**config.mk**
```make
export PLATFORM = sky130hd
export DESIGN_NAME = fifo_nd_fwft
export DESIGN_NICKNAME = d
export VERILOG_FILES = /design/src/rtl/fifo_nd_fwft.sv
export SDC_FILE = /design/constraint.sdc
export NUM_CORES = 1
export LEC_CHECK = 0
export CAP_MARGIN = 30
export CORE_MARGIN = 2
export CORE_UTILIZATION = 45
export DETAILED_ROUTE_END_ITERATION = 8
export PLACE_DENSITY = 0.75
export SLEW_MARGIN = 25
export SYNTH_ARGS = -nofsm -noshare
export SYNTH_HDL_FRONTEND = slang
export SYNTH_SLANG_ARGS = --single-unit
```
**constraint.sdc**
```tcl
create_clock -name clk -period 4.1 [get_ports clk]
set_input_delay 0.82 -clock clk [delete_from_list [all_inputs] [get_ports clk]]
set_output_delay 0.82 -clock clk [all_outputs]
set_load 0.1 [all_outputs]
```
**src/rtl/fifo_nd_fwft.sv**
```systemverilog
// ---------------------------------------------------------------------------
// fifo_nd_fwft
//
// N-deep first-word-fall-through FIFO for valid/ready request and response
// paths. The head entry sits on b_data whenever b_valid is high, so no read
// strobe is needed. A push and a pop may complete in the same cycle, which
// gives one transfer per cycle at every occupancy except full (no push) and
// empty (no pop). All handshake flags are registered.
//
// Parameters
//   WIDTH        payload width in bits (>= 1)
//   DEPTH        number of entries, a power of two, >= 2
//   AFULL_LEVEL  occupancy at or above which almost_full asserts (1..DEPTH)
//   CW           width of count, derived from DEPTH (do not override)
//
// Ports
//   clk          clock, all state changes on the rising edge
//   rst          asynchronous active-low reset
//   flush        synchronous clear; voids every handshake in its cycle
//   a_data       write payload
//   a_valid      write request
//   a_ready      FIFO can accept a word (registered)
//   b_data       head entry, meaningful while b_valid is high
//   b_valid      FIFO holds at least one entry (registered)
//   b_ready      consumer takes the head entry
//   count        current occupancy, 0..DEPTH (registered)
//   almost_full  count >= AFULL_LEVEL (registered)
// ---------------------------------------------------------------------------
module fifo_nd_fwft #(
    parameter int WIDTH       = 113,
    parameter int DEPTH       = 4,
    parameter int AFULL_LEVEL = DEPTH - 1,
    parameter int CW          = $clog2(DEPTH + 1)
) (
    input  logic             clk,
    input  logic             rst,
    input  logic             flush,
    input  logic [WIDTH-1:0] a_data,
    input  logic             a_valid,
    output logic             a_ready,
    output logic [WIDTH-1:0] b_data,
    output logic             b_valid,
    input  logic             b_ready,
    output logic [CW-1:0]    count,
    output logic             almost_full
);

    localparam int            AW      = $clog2(DEPTH);
    localparam logic [CW-1:0] DEPTH_C = CW'(DEPTH);
    localparam logic [CW-1:0] AFULL_C = CW'(AFULL_LEVEL);

    // Storage carries no reset; only the control state below is reset.
    logic [WIDTH-1:0] mem_q [DEPTH];

    logic [AW-1:0] wr_ptr_q, wr_ptr_d;
    logic [AW-1:0] rd_ptr_q, rd_ptr_d;
    logic [CW-1:0] count_q, count_d;
    logic          a_ready_q, a_ready_d;
    logic          b_valid_q, b_valid_d;
    logic          afull_q, afull_d;

    logic push;
    logic pop;

    // Handshakes are qualified by the registered flags, so a full FIFO never
    // borrows the slot freed by a same-cycle pop and an empty FIFO never
    // forwards a_data straight to b_data. a_ready_q is low throughout reset,
    // which also keeps the unreset memory from being written then.
    assign push = a_valid && a_ready_q && !flush;
    assign pop  = b_valid_q && b_ready && !flush;

    always_comb begin
        wr_ptr_d = wr_ptr_q;
        rd_ptr_d = rd_ptr_q;
        count_d  = count_q;

        if (flush) begin
            wr_ptr_d = '0;
            rd_ptr_d = '0;
            count_d  = '0;
        end else begin
            // Pointers are exactly log2(DEPTH) bits wide and wrap for free.
            if (push) begin
                wr_ptr_d = wr_ptr_q + AW'(1);
            end
            if (pop) begin
                rd_ptr_d = rd_ptr_q + AW'(1);
            end

            case ({push, pop})
                2'b10:   count_d = count_q + CW'(1);
                2'b01:   count_d = count_q - CW'(1);
                default: count_d = count_q;
            endcase
        end

        // Flags come from the next-state occupancy so they are registered
        // yet exact in the cycle the new count takes effect. Full and empty
        // are told apart by the count, never by pointer equality.
        a_ready_d = (count_d != DEPTH_C);
        b_valid_d = (count_d != '0);
        afull_d   = (count_d >= AFULL_C);
    end

    always_ff @(posedge clk or negedge rst) begin
        if (!rst) begin
            wr_ptr_q  <= '0;
            rd_ptr_q  <= '0;
            count_q   <= '0;
            a_ready_q <= 1'b0;
            b_valid_q <= 1'b0;
            afull_q   <= 1'b0;
        end else begin
            wr_ptr_q  <= wr_ptr_d;
            rd_ptr_q  <= rd_ptr_d;
            count_q   <= count_d;
            a_ready_q <= a_ready_d;
            b_valid_q <= b_valid_d;
            afull_q   <= afull_d;
        end
    end

    always_ff @(posedge clk) begin
        if (push) begin
            mem_q[wr_ptr_q] <= a_data;
        end
    end

    // First-word fall-through: the head is read combinationally.
    assign b_data      = mem_q[rd_ptr_q];
    assign a_ready     = a_ready_q;
    assign b_valid     = b_valid_q;
    assign count       = count_q;
    assign almost_full = afull_q;

endmodule

```
==> flow_metrics.env <==
export IMPL_htree_levels=2
export IMPL_path_class="reg2out"
export IMPL_rows=70
export IMPL_p_leak_nw=6.837
export IMPL_critPathMaxStageDelay_ns=0.83
export IMPL_yosys_top_cells_count="452 x edfxtp_1, 113 x mux4_2, 14 x buf_2"
export IMPL_p_per_area_nw_per_um2=534.7
export IMPL_cp_required_ns=3.28
export IMPL_worstMarginPinSlew_ns=0.9800
export IMPL_cp_common_cell="buf_4"
export IMPL_initial_utilization_pct=45.88
export IMPL_antenna_found_initial=2
export IMPL_holdBufCountCts=0
export IMPL_ios=237
export IMPL_finalCritPeriodShare_pct=84.58
export IMPL_dieArea_um2=38980
export IMPL_drt_initial_drc_count=461
export IMPL_drc=0
export IMPL_wl_per_cell_um=22.81
export IMPL_gp_congestion=0.7472
export IMPL_ant_nets=0
export IMPL_synth_top_area_share_pct=80.61
export IMPL_clkTransAtPathRegs_ns=0.06
export IMPL_synth_edf_count=452
export IMPL_synth_top_cell_by_area="edfxtp_1"
export IMPL_yosysWarnings=0
export IMPL_viasPerCell=5.322
export IMPL_cts_buffers=47
export IMPL_fmax_mhz=288.4
export IMPL_r2r_slack_ns=1.58
export IMPL_grt_pass1_wl_um=48050
export IMPL_synth_cells=645
export IMPL_synth_nets=769
export IMPL_drive_gt1_share_pct=33.86
export IMPL_dp_hpwl_um=19590
export IMPL_ys_types=24
export IMPL_cts_root_buffer="clkbuf_16"
export IMPL_start_kind="register"
export IMPL_cts_tree="yes"
export IMPL_die_h_um=197.4
export IMPL_finalSetupViolCount=0
export IMPL_overflow=0
export IMPL_worst_slew_margin_rel_pct=34.46
export IMPL_vdd_ir_drop_max_mv=0.4311
export IMPL_rsz0062_at_grt="no"
export IMPL_grt_pass1_vias=7973
export IMPL_maxCapViolCount=0
export IMPL_fillCellCount=2655
export IMPL_area_delta_synth_final_pct=25.26
export IMPL_drv_slew=0
export IMPL_cts_resized=0
export IMPL_multiInputGateArea_um2=2839
export IMPL_outcome="finished, final reports clean"
export IMPL_nNetsFinal=1045
export IMPL_numPortBuffers=236
export IMPL_hp_class="reg2reg"
export IMPL_crit_arrival_ns=2.65
export IMPL_die_x_um=197.4
export IMPL_num_antenna_cells=0
export IMPL_routed_via_count=7568
export IMPL_dr_pass1_iters=5
export IMPL_regArea_um2=13830
export IMPL_finClkSkew_ns=0.01308
export IMPL_grt_start_max_net_pins=57
export IMPL_post_cts_setup_buffers=0
export IMPL_core_um2=36700
export IMPL_cp_end_kind="output port"
export IMPL_dpl_worst_slack_ns=0.5896
export IMPL_synth_area_per_cell_um2=26.11
export IMPL_crit_fanout=28
export IMPL_finalSetupTns_ns=0
export IMPL_hold_violations=0
export IMPL_ys_ff_latch=462
export IMPL_clk_latency_ns=0.56
export IMPL_gr_usage_all_layers_pct=16.76
export IMPL_synthTopCellsByArea="edfxtp_1 81%, mux4_2 15%, dfrtp_1 1.5%, buf_6 0.47%, buf_2 0.42%"
export IMPL_slowest_stage="dfrtp_4"
export IMPL_ys_seq_area_share_pct=82.09
export IMPL_setup_ws_ns=0.6323
export IMPL_critical_path_cell_chain="buf_4 -> mux4_2 -> buf_4"
export IMPL_ys_flop_type="edfxtp_1"
export IMPL_clk_path_buf_depth=3
export IMPL_syn_area_um2=16840
export IMPL_fin_crit_ns=3.468
export IMPL_yosysMostFrequentCell="edfxtp_1"
export IMPL_async_flop_share_pct=2.165
export IMPL_clock_sinks=462
export IMPL_wirelength_um=32430
## where the power goes
group | internal [W] | total (W) | switching [W]
Combinational | 0.000508 | 0.00184 | 0.00133
Clock | 0.00236 | 0.00405 | 0.00169
Sequential | 0.00533 | 0.00539 | 0.0000557
## layout by cell type, fill, tap and decap left out, types with 3 or more instances in the layout
cell             count
and2_4               4
buf_12              11
buf_4              120
bufinv_16            3
clkbuf_1             5
clkbuf_16           49
clkdlybuf4s50_1    123
clkinv_1             5
clkinv_2            14
clkinvlp_4           4
dfrtp_1              8
edfxtp_1           452
ha_1                 5
inv_1                3
mux4_2             113
nand2_1              4
nand3_1              4
nor2_1               7
xor2_1               3
## layer usage
| metal | global-route usage [%] | wire length [um] |
|---|---|---|
| met5 | 0 | 19 |
| met4 | 4.400 | 571 |
| met3 | 5.583 | 2642 |
| met2 | 26.37 | 15530 |
| met1 | 22.70 | 13670 |
## registers in the layout (all words and copies together), names as in the netlist
name         flops
mem_q          452
count            3
rd_ptr_q         2
wr_ptr_q         2
a_ready          1
almost_full      1
b_valid          1
## stage by stage
step | total power, W | std cells | utilization [%] | hold WS (ns) | area (um^2)
6_report | 0.01128 | 1422 | 57.48 | 0.5770 | 21090
5_1_grt | 0.01164 | 1422 | 57.48 | 0.5913 | 21090
4_1_cts | 0.01142 | 1422 | 57.48 | 0.5629 | 21090
3_5_place_dp | 0.007344 | 1340 | 53.46 | 0.5614 | 19620
3_3_place_gp | 0.007321 | 1340 | 53.46 | 0.5787 | 19620
2_1_floorplan | 0.006852 | 645 | - | 0.5244 | 16840
## worst max-delay path: cells and delay by family, from the launching register on
family   cells  cell delay (ns)
mux          1             0.57
buf+inv      2             0.66
flops        1             0.83
## logic make-up after synthesis
kind of cell,after synthesis,share of synthesized area [%]
adders and majority gates,6,0.4904
buffers and inverters,30,1.107
DFF,462,82.09
muxes,114,15.17
AOI/OAI and AO/OA,3,0.1188
and+or+nand+nor,25,0.7579
xor gates and xnor gates,5,0.2601
## worst paths after layout
path                                          from                       to  depth (start not counted)
setup reg to reg                 a_ready$_DFF_PN0_        a_ready$_DFF_PN0_                          8
setup / recovery           rd_ptr_q[0]$_DFFE_PN0P_               b_data[39]                          3
hold / removal                   a_ready$_DFF_PN0_  wr_ptr_q[1]$_DFFE_PN0P_                          2
min in group asynchronous                      rst        b_valid$_DFF_PN0_                          1
hold reg to reg                  a_ready$_DFF_PN0_  wr_ptr_q[1]$_DFFE_PN0P_                          2
max in group asynchronous                      rst  rd_ptr_q[1]$_DFFE_PN0P_                          1
## layout make-up
cell class              instances  share of cell area [%]
clock buffers                  54                   5.902
clock inverters                28                   1.086
inverters                       3                 0.05339
multi-input cells             153                   13.46
flip-flops and latches        462                   65.57
well taps                     468                   2.776
repair buffers                254                   11.15
Note: power is estimated with default switching activity, not from simulation.
